`src/rtl/mdu_pkg.sv`:
```
// Shared definitions for the multiply/divide unit: op encodings, FSM states
// and the default operand width.
package mdu_pkg;

  localparam int unsigned MDU_WIDTH = 32;

  localparam logic [1:0] OP_MULT  = 2'b00;
  localparam logic [1:0] OP_MULTU = 2'b01;
  localparam logic [1:0] OP_DIV   = 2'b10;
  localparam logic [1:0] OP_DIVU  = 2'b11;

  typedef enum logic [1:0] {
    IDLE = 2'b00,
    CALC = 2'b01,
    SIGN = 2'b10
  } state_e;

endpackage

```
`src/rtl/mul_div_unit_if.sv`:
```
// Request/result bundle between the execute-stage controller and the
// multiply/divide unit.
interface mul_div_unit_if
  import mdu_pkg::*;
#(
  parameter int unsigned WIDTH = MDU_WIDTH
);
  logic             start;
  logic [1:0]       op;
  logic [WIDTH-1:0] rs_data;
  logic [WIDTH-1:0] rt_data;
  logic             hi_we;
  logic             lo_we;
  logic [WIDTH-1:0] wdata;
  logic [WIDTH-1:0] hi;
  logic [WIDTH-1:0] lo;
  logic             busy;
  logic             done;
  logic             div_by_zero;

  modport master (
    output start, op, rs_data, rt_data, hi_we, lo_we, wdata,
    input  hi, lo, busy, done, div_by_zero
  );

  modport slave (
    input  start, op, rs_data, rt_data, hi_we, lo_we, wdata,
    output hi, lo, busy, done, div_by_zero
  );
endinterface

```
`src/rtl/mdu_step.sv`:
```
// One iteration of the shared datapath: shift-add for multiply, restoring
// shift-subtract for divide. {hi,lo} is the accumulator / remainder:quotient pair.
module mdu_step #(
  parameter int unsigned WIDTH = 32
) (
  input  logic             is_div,
  input  logic [WIDTH-1:0] hi_in,
  input  logic [WIDTH-1:0] lo_in,
  input  logic [WIDTH-1:0] opb,
  output logic [WIDTH-1:0] hi_out,
  output logic [WIDTH-1:0] lo_out
);

  logic [WIDTH:0] sum;
  logic [WIDTH:0] sh;
  logic [WIDTH:0] diff;

  always_comb begin
    sum  = {1'b0, hi_in} + (lo_in[0] ? {1'b0, opb} : '0);
    sh   = {hi_in, lo_in[WIDTH-1]};
    diff = sh - {1'b0, opb};
    if (!is_div) begin
      // carry out of the add becomes the new accumulator MSB
      {hi_out, lo_out} = {sum, lo_in[WIDTH-1:1]};
    end else if (!diff[WIDTH]) begin
      hi_out = diff[WIDTH-1:0];
      lo_out = {lo_in[WIDTH-2:0], 1'b1};
    end else begin
      hi_out = sh[WIDTH-1:0];
      lo_out = {lo_in[WIDTH-2:0], 1'b0};
    end
  end

endmodule

```
`src/rtl/mul_div_unit.sv`:
```
// Iterative MULT/MULTU/DIV/DIVU unit with architectural HI/LO, MTHI/MTLO
// writes and a start/busy/done handshake towards the execute controller.
module mul_div_unit
  import mdu_pkg::*;
#(
  parameter int unsigned WIDTH = MDU_WIDTH,
  parameter int unsigned CNT_W = 6
) (
  input  logic           clk,
  input  logic           rst,
  mul_div_unit_if.slave  bus
);

  state_e             state;
  logic [CNT_W-1:0]   cnt;
  logic [WIDTH-1:0]   acc_hi;
  logic [WIDTH-1:0]   acc_lo;
  logic [WIDTH-1:0]   opb;
  logic               is_div;
  logic               sign_q;
  logic               sign_r;
  logic               dz;
  logic [WIDTH-1:0]   hi_r;
  logic [WIDTH-1:0]   lo_r;
  logic               busy_r;
  logic               done_r;
  logic               dz_r;

  logic               op_signed;
  logic               a_neg;
  logic               b_neg;
  logic [WIDTH-1:0]   a_mag;
  logic [WIDTH-1:0]   b_mag;
  logic [WIDTH-1:0]   step_hi;
  logic [WIDTH-1:0]   step_lo;
  logic [2*WIDTH-1:0] prod_neg;
  logic [WIDTH-1:0]   res_hi;
  logic [WIDTH-1:0]   res_lo;

  assign bus.hi          = hi_r;
  assign bus.lo          = lo_r;
  assign bus.busy        = busy_r;
  assign bus.done        = done_r;
  assign bus.div_by_zero = dz_r;

  // Operand magnitudes; the most negative value maps to itself as unsigned.
  always_comb begin
    op_signed = ~bus.op[0];
    a_neg     = op_signed & bus.rs_data[WIDTH-1];
    b_neg     = op_signed & bus.rt_data[WIDTH-1];
    a_mag     = a_neg ? -bus.rs_data : bus.rs_data;
    b_mag     = b_neg ? -bus.rt_data : bus.rt_data;
  end

  mdu_step #(.WIDTH(WIDTH)) u_step (
    .is_div (is_div),
    .hi_in  (acc_hi),
    .lo_in  (acc_lo),
    .opb    (opb),
    .hi_out (step_hi),
    .lo_out (step_lo)
  );

  always_comb begin
    prod_neg = -{acc_hi, acc_lo};
    res_hi   = acc_hi;
    res_lo   = acc_lo;
    if (dz) begin
      res_hi = acc_hi;
      res_lo = '1;
    end else if (is_div) begin
      if (sign_r) res_hi = -acc_hi;
      if (sign_q) res_lo = -acc_lo;
    end else if (sign_q) begin
      res_hi = prod_neg[2*WIDTH-1:WIDTH];
      res_lo = prod_neg[WIDTH-1:0];
    end
  end

  always_ff @(posedge clk or posedge rst) begin
    if (rst) begin
      state  <= IDLE;
      cnt    <= '0;
      acc_hi <= '0;
      acc_lo <= '0;
      opb    <= '0;
      is_div <= 1'b0;
      sign_q <= 1'b0;
      sign_r <= 1'b0;
      dz     <= 1'b0;
      hi_r   <= '0;
      lo_r   <= '0;
      busy_r <= 1'b0;
      done_r <= 1'b0;
      dz_r   <= 1'b0;
    end else begin
      done_r <= 1'b0;
      dz_r   <= 1'b0;
      case (state)
        IDLE: begin
          if (bus.start) begin
            is_div <= bus.op[1];
            sign_q <= a_neg ^ b_neg;
            sign_r <= a_neg;
            cnt    <= CNT_W'(WIDTH);
            busy_r <= 1'b1;
            acc_hi <= '0;
            // multiply adds rs into the accumulator while shifting rt out;
            // divide shifts rs (dividend) against rt (divisor)
            opb    <= bus.op[1] ? b_mag : a_mag;
            acc_lo <= bus.op[1] ? a_mag : b_mag;
            if (bus.op[1] && (bus.rt_data == '0)) begin
              dz     <= 1'b1;
              acc_hi <= bus.rs_data;
              state  <= SIGN;
            end else begin
              dz     <= 1'b0;
              state  <= CALC;
            end
          end else begin
            if (bus.hi_we) hi_r <= bus.wdata;
            if (bus.lo_we) lo_r <= bus.wdata;
          end
        end
        CALC: begin
          acc_hi <= step_hi;
          acc_lo <= step_lo;
          cnt    <= cnt - 1'b1;
          if (cnt == CNT_W'(1)) state <= SIGN;
        end
        SIGN: begin
          hi_r   <= res_hi;
          lo_r   <= res_lo;
          busy_r <= 1'b0;
          done_r <= 1'b1;
          dz_r   <= dz;
          state  <= IDLE;
        end
        default: state <= IDLE;
      endcase
    end
  end

endmodule

```
`src/flat_wrapper.sv`:
```
// flat-port wrapper written by rule: the top's interface ports become plain ports
module mul_div_unit_flat import mdu_pkg::*;
#(
  parameter int unsigned WIDTH = MDU_WIDTH,
  parameter int unsigned CNT_W = 6
)
  (clk, rst, bus_start, bus_op, bus_rs_data, bus_rt_data, bus_hi_we, bus_lo_we, bus_wdata, bus_hi, bus_lo, bus_busy, bus_done, bus_div_by_zero);
  mul_div_unit_if #(.WIDTH(WIDTH)) bus_i ();
  input  logic clk;
  input  logic rst;
  input wire logic [$bits(bus_i.start)-1:0] bus_start;
  input wire logic [$bits(bus_i.op)-1:0] bus_op;
  input wire logic [$bits(bus_i.rs_data)-1:0] bus_rs_data;
  input wire logic [$bits(bus_i.rt_data)-1:0] bus_rt_data;
  input wire logic [$bits(bus_i.hi_we)-1:0] bus_hi_we;
  input wire logic [$bits(bus_i.lo_we)-1:0] bus_lo_we;
  input wire logic [$bits(bus_i.wdata)-1:0] bus_wdata;
  output wire logic [$bits(bus_i.hi)-1:0] bus_hi;
  output wire logic [$bits(bus_i.lo)-1:0] bus_lo;
  output wire logic [$bits(bus_i.busy)-1:0] bus_busy;
  output wire logic [$bits(bus_i.done)-1:0] bus_done;
  output wire logic [$bits(bus_i.div_by_zero)-1:0] bus_div_by_zero;
  assign bus_i.start = bus_start;
  assign bus_i.op = bus_op;
  assign bus_i.rs_data = bus_rs_data;
  assign bus_i.rt_data = bus_rt_data;
  assign bus_i.hi_we = bus_hi_we;
  assign bus_i.lo_we = bus_lo_we;
  assign bus_i.wdata = bus_wdata;
  assign bus_hi = bus_i.hi;
  assign bus_lo = bus_i.lo;
  assign bus_busy = bus_i.busy;
  assign bus_done = bus_i.done;
  assign bus_div_by_zero = bus_i.div_by_zero;
  mul_div_unit #(.WIDTH(WIDTH), .CNT_W(CNT_W)) u_core (.clk(clk), .rst(rst), .bus(bus_i));
endmodule
```
`config.mk`:
```
export PLATFORM = sky130hd
export DESIGN_NAME = mul_div_unit_flat
export DESIGN_NICKNAME = d
export VERILOG_FILES = /design/src/rtl/mdu_pkg.sv /design/src/rtl/mul_div_unit_if.sv /design/src/rtl/mdu_step.sv /design/src/rtl/mul_div_unit.sv /design/src/flat_wrapper.sv
export SDC_FILE = /design/constraint.sdc
export NUM_CORES = 1
export LEC_CHECK = 0
export CORE_ASPECT_RATIO = 1.2
export CORE_MARGIN = 2
export CORE_UTILIZATION = 40
export DETAILED_ROUTE_END_ITERATION = 16
export PLACE_DENSITY_LB_ADDON = 0.15
export SYNTH_ARGS = -nofsm -noshare
export SYNTH_HDL_FRONTEND = slang
export SYNTH_SLANG_ARGS = --single-unit
```
`constraint.sdc`:
```
create_clock -name clk -period 9.5 [get_ports clk]
set_input_delay 2.85 -clock clk [delete_from_list [all_inputs] [get_ports clk]]
set_output_delay 2.85 -clock clk [all_outputs]
set_load 0.01 [all_outputs]
```
-- Word level (Yosys, flattened, before mapping)
Cells that the tools add are included.
- register bits: 175
- bits of input ports: 103
- word-level logic and storage cells: 84
- output and inout bits: 67
- reductions and logical operators: 11
- equality and inequality tests: 8
- $add $sub $neg: 8
- multiplexer cells: 39
- bitwise logic cells: 4
- operator list (kind ; count):
    32-bit 2-to-1 mux ; 23
    32-bit one-hot mux with 2 select lines ; 4
    32-bit negation ; 4
    64-bit negation ; 1
    32-bit by 33-bit adder with 33-bit output ; 1
    33-bit by 32-bit subtractor with 33-bit output ; 1
    32-bit zero test ; 1
    6-bit one-hot mux with 2 select lines ; 1
    2-bit inequality test (second input constant) ; 4
    2-bit AND reduction ; 4
    6-bit by 1-bit equality test with 1-bit output (second input constant) ; 1
    2-bit 2-to-1 mux ; 3
    6-bit 2-to-1 mux ; 1
    3-bit AND reduction ; 2
    6-bit by 1-bit subtractor with 6-bit output (second input constant) ; 1
    1-bit 2-to-1 mux ; 5
    2-bit one-hot mux with 2 select lines ; 1
    2-bit nonzero test ; 2
    1-bit bitwise AND ; 2
    2-bit by 1-bit equality test with 1-bit output (second input constant) ; 1
    2-bit equality test (second input constant) ; 1
    2-bit zero test ; 1
    2-bit by 1-bit inequality test with 1-bit output (second input constant) ; 1
    1-bit one-hot mux with 2 select lines ; 1
    other kinds (3) ; 3

-- Longest topological paths before layout
Gate-level depths: netlist of the first run.
- word-level depth: 6
- gate-level depth with buffers: 14
- gate-level depth less buffers: 13

-- By module
A second synthesis of the first run with hierarchy kept.
- cells, all modules: 2030
- area, all modules: 16052.9 sq um
- modules (own cells, without submodules) (module ; sequential area each (sq um) ; cells each ; area each (sq um) ; times used):
    mul_div_unit ; 4379.2 ; 1347 ; 11343.4 ; 1
    mdu_step ; 0.0 ; 683 ; 4709.5 ; 1

-- Worst setup path after synthesis of the first run
OpenSTA, ideal clock, no wires.
- path type: input-to-reg
- from: in bus_rs_data[10]
- to: reg u_core.acc_lo[29]
- arrival time: 5.559 ns
- buffers on the path: 0
- stages: 9
- library setup time: 0.126 ns
- data required time: 9.374 ns
- slack: 3.815 ns
- path through: or4_4 nor4_4 or3b_1 or3_4 or3_4 o41ai_4 xor2_1 mux2i_1 a221o_1
- cells in the longest elaborated chain, start to end: 5
- RTL lines (item ; RTL line ; text):
    start, declared ; flat_wrapper.sv:13 ; input wire logic [$bits(bus_i.rs_data)-1:0] bus_rs_data;
    32-bit negation ; mul_div_unit.sv:51 ; a_mag = a_neg ? -bus.rs_data : bus.rs_data;
    32-bit 2-to-1 mux ; mul_div_unit.sv:51 ;
    32-bit 2-to-1 mux ; mul_div_unit.sv:111 ; acc_lo <= bus.op[1] ? a_mag : b_mag;
    32-bit 2-to-1 mux ; mul_div_unit.sv:101 ; if (bus.start) begin
    32-bit one-hot mux with 2 select lines ; mul_div_unit.sv:99 ; case (state)
    end signal, assigned ; mul_div_unit.sv:111 ;
    end signal, assigned ; mul_div_unit.sv:127 ; acc_lo <= step_lo;
    end, declared ; mul_div_unit.sv:17 ; logic [WIDTH-1:0] acc_lo;
Every way passes these cells. The select of a mux whose other input is x is not followed.
A chain may end at the register's enable or synchronous reset.

-- Worst setup path in the final report of the first run
- from: in bus_rs_data[10]
- to: reg u_core.opb[30]
- cells in the longest elaborated chain, start to end: 3
- RTL lines (item ; RTL line ; text):
    32-bit negation ; mul_div_unit.sv:51 ;
    32-bit 2-to-1 mux ; mul_div_unit.sv:51 ;
    32-bit 2-to-1 mux ; mul_div_unit.sv:110 ; opb <= bus.op[1] ? b_mag : a_mag;
    end signal, assigned ; mul_div_unit.sv:110 ;
    end, declared ; mul_div_unit.sv:18 ; logic [WIDTH-1:0] opb;
Every way passes these cells.

==> results.ini, run 1 <==
[logic_synthesis]
synthTopCellsByArea=dfrtp_1, o21ai_0, a21oi_1
async_reset_ff_frac=1.00
synth-seq-area-share=0.288
syn_inst=1984
avgSynthCellArea_um2=7.68
synth_top_cell_by_area=dfrtp_1
synth_seq_cells=175
yosysTopAreaCellShare=0.288
yosysMostFrequentCell=o21ai_0
ys_top_cells_by_count=o21ai_0, nor2_1, nand2_1
synth_edf_count=0
synthesis.nets=2159
synth_flop_cell=dfrtp_1
yosysUniqueCellTypes=74
synth_area_mm2=0.0152
yosys_warnings=0

[worst_setup_path]
r2r_end=u_core.acc_hi[29]$_DFFE_PP0P_
critPathMaxFanout=4
cp_data_arrival_time_ps=6530
path_buf_inv=1
cp_cell_sequence=clkdlybuf4s50_1 -> or4_4 -> nor4_4 -> or3b_1 -> or3_2 -> o31ai_1 -> o21ai_0 -> xnor2_1 -> nor2_1 -> a211oi_1 -> a21oi_1
worstSetupStartpointType=input pin
crit_path_end_kind=register
required_ps=9820
regToRegSetupSlack_ps=4400
critPathMaxStageDelay_ps=640
critPathKind=input pin to register
crit_family=simple AND/OR/NAND/NOR gates
r2r_cells=14
crit_slowest_cell=or4_4
r2r_start=u_core.acc_lo[0]$_DFFE_PP0P_

[sta]
period_share=0.654
rsz0062_at_grt=false
finalCriticalPeriod_ps=6220
setup_viol=0
slew_headroom=0.263
setup_ws_ps=3280
worst_slew_pin_slew_ps=1100
tns_ps=0
hold_viol_final=0
fmax_mhz=161
drv_slew=0
fin_skew_ps=13.6

[die]
rows=78
die_height_um=218
initial_core_util=0.404
core_area_mm2=0.0377
die_area_mm2=0.0397
ioPinCount=170
die_w_um=182

[placed_design]
gp_congestion=0.945
portBuffers=169
place_ws_ps=2890
hpwl_um=46800
placedCellCount=2532

[cts]
cts_tree=built
cts_resized=0
cts_max_level=4
cts_hold_buf=0
clock_latency_ps=450
cts_sinks=175
cts-root-buf=clkbuf_16
clk_pin_slew_ps=70
clock_path_buffers=2
postCtsSetupRepairBufs=0
cts_buffers=17

[power]
p_leak_nw=7.24
power_density_mw_per_mm2=388
peakVddDrop_uv=315

[worst_hold_path]
holdCritStartpoint=u_core.bus.lo[15]$_DFFE_PP0P_
whs_path_depth=2
min-delay-path-class=register to register
hold_end=u_core.bus.lo[15]$_DFFE_PP0P_

[detailed_routing]
wl_per_cell_um=23.6
num_vias=15800
viasPerCell=6.14
drtAntennaViolNets=0
drt_wl_total_um=60600
drt_iter0_markers=1338
first_pass_iters=6
drcViolationCount=0

[global_routing]
grt_usage=0.304
grt_start_max_net_pins=97
grt_pass1_wl_um=91800
antenna_found_initial=5
grt-ovfl-total=0
grt_pass1_vias=15400

[final_layout]
final_cells=2567
nNetsFinal=2246
fillCellCount=3771
drive_gt1_frac=0.0446
area_growth_pct=17.3

[status]
status=finished, final reports clean

[job]
cap_violations=0

-- stage by stage --
stage           util  instance area [µm²]  hold slack [ps]  power, mW
6_report       0.474                17900              482       6.93
5_1_grt        0.474                17900              497       7.44
4_1_cts        0.474                17900              484       6.88
3_5_place_dp   0.458                17300              469       6.13
3_3_place_gp   0.458                17300              458       6.06
2_1_floorplan      -                15200              450       4.58
-- worst reg2reg max path, stage by stage, from the launching register on --
cell	delay, ps
dfrtp_1	480
inv_1	300
buf_4	420
nor2_1	170
fa_1	460
a21oi_1	260
o22ai_1	170
o41ai_1	830
nor3_1	170
o21ai_0	440
a21oi_1	260
a21oi_1	370
xor2_1	190
o21ai_0	90
a311o_1	360
-- cell usage in the layout (no fill, tap or decap), drive strengths merged, types with 11 or more instances in the layout --
master         instances
ha                    70
a21o                  32
buf                   26
xor2                  65
clkdlybuf4s50        168
or3                   23
nor2                 198
o41ai                 13
o21bai                11
inv                   70
clkbuf                19
a211oi                17
a21oi                192
a221oi                17
xnor2                101
nor4                  25
o22ai                 35
nor2b                 17
and3                  13
nand3                 49
o21ai                207
nand2b                21
o31ai                 27
o211ai                12
dfrtp                175
a31oi                 19
nor3                  47
or4                   14
nand2                196
a22oi                 22
and2                  11
mux2i                 45
-- routing by layer --
| layer | share of wire | wire (µm) | global-route usage | vias to the layer above |
|---|---|---|---|---|
| met4 | 0.066 | 4010 | 0.200 | 2 |
| met3 | 0.061 | 3730 | 0.0404 | 166 |
| met2 | 0.48 | 28800 | 0.512 | 670 |
| li1 | - | - | - | 7395 |
| met5 | 0.00021 | 13 | 0 | - |
| met1 | 0.40 | 24100 | 0.365 | 7530 |
-- power breakdown --
part | switching [mW] | internal (mW)
Sequential | 0.590 | 1.11
Combinational | 2.63 | 1.87
Clock | 0.337 | 0.401
-- state kept, by name, summed over array words and instances, names as in the netlist --
| signal | count |
|---|---|
| u_core.state | 2 |
| u_core.bus.div_by_zero | 1 |
| u_core.dz | 1 |
| u_core.bus.lo | 32 |
| u_core.bus.busy | 1 |
| u_core.opb | 32 |
| u_core.cnt | 6 |
| u_core.bus.hi | 32 |
| u_core.sign_r | 1 |
| u_core.bus.done | 1 |
| u_core.sign_q | 1 |
| u_core.is_div | 1 |
| u_core.acc_lo | 32 |
| u_core.acc_hi | 32 |
-- layout make-up --
cell class              count  area, µm²  area share
diodes                      3       7.51    0.000420
inverters                  67        256      0.0144
flip-flops and latches    175       4380       0.245
well taps                 480        601      0.0336
multi-input cells        1616      10100       0.568
repair buffers            194       1870       0.105
clock buffers              19        443      0.0248
clock inverters            13        156     0.00875
-- kinds of logic after synthesis --
logic type	synth area share
muxes	0.0340
and+or+nand+nor	0.200
xor gates and xnor gates	0.0955
buffers and inverters	0.0477
DFF	0.288
adders and majority gates	0.0601
AOI/OAI and AO/OA	0.275
-- worst max-delay path by stage --
stage                                   endpoint  slack [ps]  cells past startpoint            start
floorplan           u_core.acc_hi[0]$_DFFE_PP0P_        1900                      1              rst
global placement      u_core.opb[30]$_DFFE_PP0P_        2870                     11  bus_rs_data[10]
detailed placement    u_core.opb[30]$_DFFE_PP0P_        2890                     11  bus_rs_data[10]
CTS                   u_core.opb[30]$_DFFE_PP0P_        3340                     11  bus_rs_data[10]
global route          u_core.opb[30]$_DFFE_PP0P_        3130                     11  bus_rs_data[10]
finish                u_core.opb[30]$_DFFE_PP0P_        3280                     11  bus_rs_data[10]
Note: power is estimated with default switching activity, not from simulation.
==> run 2, diff against run 1 <==
==> constraint.sdc (replaced) <==
create_clock -name clk -period 6.2 [get_ports clk]
set_input_delay 1.86 -clock clk [delete_from_list [all_inputs] [get_ports clk]]
set_output_delay 1.86 -clock clk [all_outputs]
set_load 0.01 [all_outputs]
==> results.ini, run 2 (synthesis gave the netlist of run 1 again) <==
[power]
p_int_mw=5.16  ; +53%
pwr-share-seq=0.244  ; about the same
combPwrFrac=0.649  ; about the same
swShare=0.515  ; +0.00194
p_leak_nw=7.26  ; +0.20%
peakVddDrop_uv=314  ; about the same
power_frac_clock=0.106  ; about the same
power_density_mw_per_mm2=594  ; +53%
power_switching_mw=5.48  ; +54%

[sta]
setup_viol=0  ; unchanged
fmax_mhz=187
tns_ps=0  ; unchanged
worst_slew_pin_slew_ps=1110  ; +11.0 ps
setup_ws_ps=861  ; -2420 ps
slew_headroom=0.256  ; -0.00761
hold_viol_final=0  ; unchanged
rsz0062_at_grt=false
finalCriticalPeriod_ps=5340
drv_slew=0  ; unchanged
period_share=0.861
fin_skew_ps=25.0  ; +11.4 ps

[final_layout]
design_area_mm2=0.0179  ; +0.29%
seq_area_mm2=0.00438  ; unchanged
nNetsFinal=2251  ; +0.22%
drive_gt1_frac=0.0469  ; +0.00229
multi_input_area_mm2=0.0101  ; about the same
fillCellCount=3764  ; -0.19%
mostFrequentLayoutCells=o21ai_0, nor2_1, nand2_1, a21oi_1, dfrtp_1
fin_util=0.476  ; +0.00136
area_growth_pct=17.7
final_common_cell=o21ai_0
final_cells=2570  ; +0.12%

[die]
rows=78  ; unchanged
initial_core_util=0.404  ; unchanged
ioPinCount=170  ; unchanged
die_area_mm2=0.0397  ; unchanged
die_w_um=182  ; unchanged
core_area_mm2=0.0377  ; unchanged
die_height_um=218  ; unchanged

[worst_setup_path]
r2r_end=u_core.acc_hi[5]$_DFFE_PP0P_
worstSetupStartpointType=input pin
critPathMaxFanout=4  ; unchanged
required_ps=6520  ; -3300 ps
cp_cell_sequence=clkdlybuf4s50_1 -> or4_4 -> nor4_4 -> or3b_1 -> or3_2 -> o31ai_1 -> o21ai_0 -> xnor2_1 -> nor2_1 -> a211oi_1 -> a21oi_1
r2r_cells=16  ; +2
critPathKind=input pin to register
crit_family=simple AND/OR/NAND/NOR gates
path_buf_inv=1  ; unchanged
regToRegSetupSlack_ps=1780  ; -2620 ps
r2r_start=u_core.acc_lo[31]$_DFFE_PP0P_
crit_slowest_cell=or4_4
cp_data_arrival_time_ps=5660  ; -870 ps
crit_start=bus_rs_data[11]
crit_path_end_kind=register
critPathMaxStageDelay_ps=630  ; about the same

[cts]
cts_tree=built
cts-root-buf=clkbuf_16
cts_max_level=4  ; unchanged
cts_hold_buf=0  ; unchanged
clock_latency_ps=460  ; about the same
cts_sinks=175  ; unchanged
clk_pin_slew_ps=80  ; about the same
cts_resized=0  ; unchanged
clock_path_buffers=2  ; unchanged
postCtsSetupRepairBufs=0  ; unchanged
cts_buffers=17  ; unchanged

[detailed_routing]
drt_iter0_markers=1350  ; +0.90%
wl_per_cell_um=23.5  ; -0.40%
wl_met2_um=27900  ; -3.1%
drcViolationCount=0  ; unchanged
first_pass_iters=5  ; -1
num_vias=15800  ; +0.32%
drt-met1-wl_um=24700  ; +2.6%
wl_met3_um=3600  ; -3.6%
drtAntennaViolNets=0  ; unchanged
viasPerCell=6.15  ; +0.21%
drt_wl_total_um=60500  ; -0.28%
routed.top_layer=met5

[job]
cap_violations=0  ; unchanged

[status]
status=finished, final reports clean

[placed_design]
place_area_mm2=0.0173  ; +0.33%
hpwl_um=46300  ; -0.98%
gp_congestion=0.951  ; +0.57%
place_ws_ps=482  ; -2410 ps
placedCellCount=2537  ; +0.20%
portBuffers=169  ; unchanged

[global_routing]
grt_pass1_vias=15000  ; -3.1%
grt_start_max_net_pins=72  ; -26%
grt_usage=0.302  ; -0.00262
grt-ovfl-total=0  ; unchanged
grt_pass1_wl_um=90500  ; -1.4%
antenna_found_initial=3  ; -2

[worst_hold_path]
holdCritStartpoint=u_core.bus.lo[2]$_DFFE_PP0P_
hold_end=u_core.bus.lo[2]$_DFFE_PP0P_
whs_path_depth=2  ; unchanged
min-delay-path-class=register to register

[run 2: power groups by stage]
stage / registers (mW) / clock network (mW) / logic [mW]
3_5_place_dp: 2.57 / 0 / 6.82
4_1_cts: 2.55 / 1.15 / 6.85
6_report: 2.60 / 1.13 / 6.91
2_1_floorplan: 2.21 / 0 / 4.81
3_3_place_gp: 2.56 / 0 / 6.73
5_1_grt: 2.65 / 1.19 / 7.60
[run 2: layer usage]
layer / vias to the layer above / track usage
li1: 7382 / -
met1: 7600 / 0.373
met2: 658 / 0.496
met3: 170 / 0.0371
met4: 4 / 0.199
met5: - / 0
[run 2: cell type report]
class,count,area share
Inverter,67,0.0142
Clock buffer,19,0.0253
Clock inverter,13,0.00817
Multi-Input combinational cell,1616,0.566
Timing Repair Buffer,199,0.108
Tap cell,480,0.0335
Sequential cell,175,0.244
Antenna cell,1,0.000140
[run 2: worst register-to-register path: cells and delay by family, from the launching register on]
family,cells,cell delay (ps)
and+or+nand+nor,3,580
adders and majority gates,2,620
buffers and inverters,4,870
AOI/OAI and AO/OA,6,1430
xor gates and xnor gates,1,140
DFF,1,590
[run 2: stage by stage]
stage | power, mW | hold slack, ps
6_report | 10.6 | 482
4_1_cts | 10.5 | 481
5_1_grt | 11.4 | 502
3_3_place_gp | 9.29 | 460
2_1_floorplan | 7.02 | 450
3_5_place_dp | 9.39 | 465
[run 2: worst max path at each step]
| stage | endpoint | slack (ps) | depth (start not counted) |
|---|---|---|---|
| 2_1_floorplan | u_core.acc_lo[29]$_DFFE_PP0P_ | 1500 | 9 |
| 3_5_place_dp | u_core.opb[30]$_DFFE_PP0P_ | 480 | 11 |
| 3_3_place_gp | u_core.opb[30]$_DFFE_PP0P_ | 450 | 11 |
| 4_1_cts | u_core.opb[30]$_DFFE_PP0P_ | 930 | 11 |
| 5_1_grt | u_core.opb[30]$_DFFE_PP0P_ | 640 | 11 |
| 6_report | u_core.opb[30]$_DFFE_PP0P_ | 860 | 11 |
==> run 3, diff against run 2 <==
--- a/config.mk
+++ b/config.mk
@@ -9,6 +9,7 @@
 export CORE_MARGIN = 2
 export CORE_UTILIZATION = 40
 export DETAILED_ROUTE_END_ITERATION = 16
+export DONT_BUFFER_PORTS = 1
 export PLACE_DENSITY_LB_ADDON = 0.15
 export SYNTH_ARGS = -nofsm -noshare
 export SYNTH_HDL_FRONTEND = slang
==> constraint.sdc (replaced) <==
create_clock -name clk -period 4.3 [get_ports clk]
set_input_delay 1.29 -clock clk [delete_from_list [all_inputs] [get_ports clk]]
set_output_delay 1.29 -clock clk [all_outputs]
set_load 0.01 [all_outputs]
==> results.ini, run 3 (synthesis gave the netlist of run 1 again) <==
[worst_setup_path]
crit_start=u_core.opb[0]$_DFFE_PP0P_
critPathMaxStageDelay_ps=430  ; -200 ps
r2r_start=u_core.opb[0]$_DFFE_PP0P_
cp_common_cell=buf_4
critPathMaxFanout=18  ; +14
required_ps=4610  ; -1910 ps
crit_slowest_cell=o41ai_1
worstSetupStartpointType=register
cp_data_arrival_time_ps=4300  ; -1360 ps
crit_path_end_kind=register
critPathKind=register to register
cp_cell_sequence=ha_1 -> fa_1 -> nor2b_1 -> o31a_1 -> o21ai_0 -> o21ba_2 -> o41ai_1 -> buf_4 -> a31o_2 -> xnor2_2 -> buf_4 -> buf_4 -> nor2_1 -> a21oi_1 -> o21ai_0

[placed_design]
portBuffers=0  ; -100%
hpwl_um=46900  ; +1.3%
placedCellCount=2400  ; -5.4%
gp_congestion=0.959  ; +0.86%

[die]
rows=78  ; unchanged
initial_core_util=0.404  ; unchanged
die_height_um=218  ; unchanged
die_w_um=182  ; unchanged
core_area_mm2=0.0377  ; unchanged
die_area_mm2=0.0397  ; unchanged
ioPinCount=170  ; unchanged

[detailed_routing]
drt_wl_total_um=60400  ; -0.19%
drcViolationCount=0  ; unchanged
drtAntennaViolNets=0  ; unchanged
viasPerCell=6.24  ; +1.4%
drt_iter0_markers=1302  ; -3.6%
wl_per_cell_um=24.7  ; +5.2%
first_pass_iters=5  ; unchanged
num_vias=15200  ; -3.7%

[final_layout]
nNetsFinal=2114  ; -6.1%
final_cells=2439  ; -5.1%
mostFrequentLayoutCells=o21ai_0, nor2_1, nand2_1, a21oi_1, dfrtp_1
final_common_cell=o21ai_0
drive_gt1_frac=0.0651  ; +0.0181
area_growth_pct=8.46

[cts]
cts_buffers=17  ; unchanged
clk_pin_slew_ps=70  ; about the same
cts_hold_buf=0  ; unchanged
clock_path_buffers=2  ; unchanged
cts_resized=0  ; unchanged
cts_tree=built
cts-root-buf=clkbuf_16
postCtsSetupRepairBufs=0  ; unchanged
clock_latency_ps=450  ; about the same
cts_sinks=175  ; unchanged
cts_max_level=4  ; unchanged

[power]
power_density_mw_per_mm2=914  ; +54%
peakVddDrop_uv=646  ; +110%
p_leak_nw=6.78  ; -6.6%
p_total_mw=15.1  ; +42%

[global_routing]
grt_pass1_vias=14700  ; -2.1%
grt_pass1_wl_um=90600  ; +0.15%
grt_start_max_net_pins=97  ; +35%
antenna_found_initial=5  ; +2
grt_usage=0.302  ; +0.000432
grt-ovfl-total=0  ; unchanged

[sta]
period_share=0.929
setup_viol=0  ; unchanged
drv_slew=0  ; unchanged
tns_ps=0  ; unchanged
rsz0062_at_grt=false
fmax_mhz=250
worst_slew_pin_slew_ps=1000  ; -114 ps
hold_viol_final=0  ; unchanged
finalCriticalPeriod_ps=4000
fin_skew_ps=15.2  ; -9.81 ps
slew_headroom=0.333  ; +0.0776

[job]
cap_violations=0  ; unchanged

[status]
status=finished, final reports clean

[worst_hold_path]
min-delay-path-class=register to register
holdCritStartpoint=u_core.opb[13]$_DFFE_PP0P_

[run 3: per-layer routing]
layer  vias to the layer above  routed length (µm)  GRT usage  part of all wire
li1                       7113                   -          -                 -
met1                      7309               23300      0.361              0.39
met2                       664               27700      0.487              0.46
met3                       138                5230     0.0700             0.087
met4                         0                4120      0.199             0.068
met5                         -                   0          0                 0
[run 3: path summary, 6_finish.rpt]
path | to | slack, ps | depth (start not counted)
worst min-delay path | u_core.opb[13]$_DFFE_PP0P_ | 480 | 2
max in group asynchronous | u_core.acc_lo[19]$_DFFE_PP0P_ | 2440 | 2
worst min register to register | u_core.opb[13]$_DFFE_PP0P_ | 480 | 2
worst max-delay path | u_core.acc_hi[8]$_DFFE_PP0P_ | 300 | 15
worst max register to register | u_core.acc_hi[8]$_DFFE_PP0P_ | 300 | 15
min in group asynchronous | u_core.acc_hi[9]$_DFFE_PP0P_ | 870 | 1
[run 3: final cells by class]
cell class | instances | area [µm²]
flip-flops and latches | 175 | 4380
inverters | 67 | 255
fillers | 3846 | 21200
well taps | 480 | 601
repair buffers | 62 | 515
clock buffers | 19 | 433
clock inverters | 13 | 175
diodes | 7 | 17.5
multi-input cells | 1616 | 10100
[run 3: report_power, final]
group,switching (mW),internal (mW),total [mW]
logic,5.85,3.85,9.70
clock network,0.760,0.931,1.69
registers,1.25,2.45,3.70
[run 3: worst max-delay path, delay by kind of cell (launching register included)]
| family | cells | cell delay, ps |
|---|---|---|
| buffers and inverters | 3 | 790 |
| adders and majority gates | 2 | 620 |
| DFF | 1 | 400 |
| xor gates and xnor gates | 1 | 190 |
| AOI/OAI and AO/OA | 7 | 1540 |
| and+or+nand+nor | 2 | 300 |
[run 3: metrics by stage]
stage | instance area (µm²) | util | hold slack (ps) | setup WS, ps
after floorplan | 15200 | - | 450 | 175
after global placement | 15900 | 0.422 | 466 | 32.3
after detailed placement | 15900 | 0.422 | 474 | 17.1
after CTS | 16500 | 0.438 | 490 | 341
after global routing | 16500 | 0.438 | 511 | 79.5
final | 16500 | 0.439 | 485 | 304
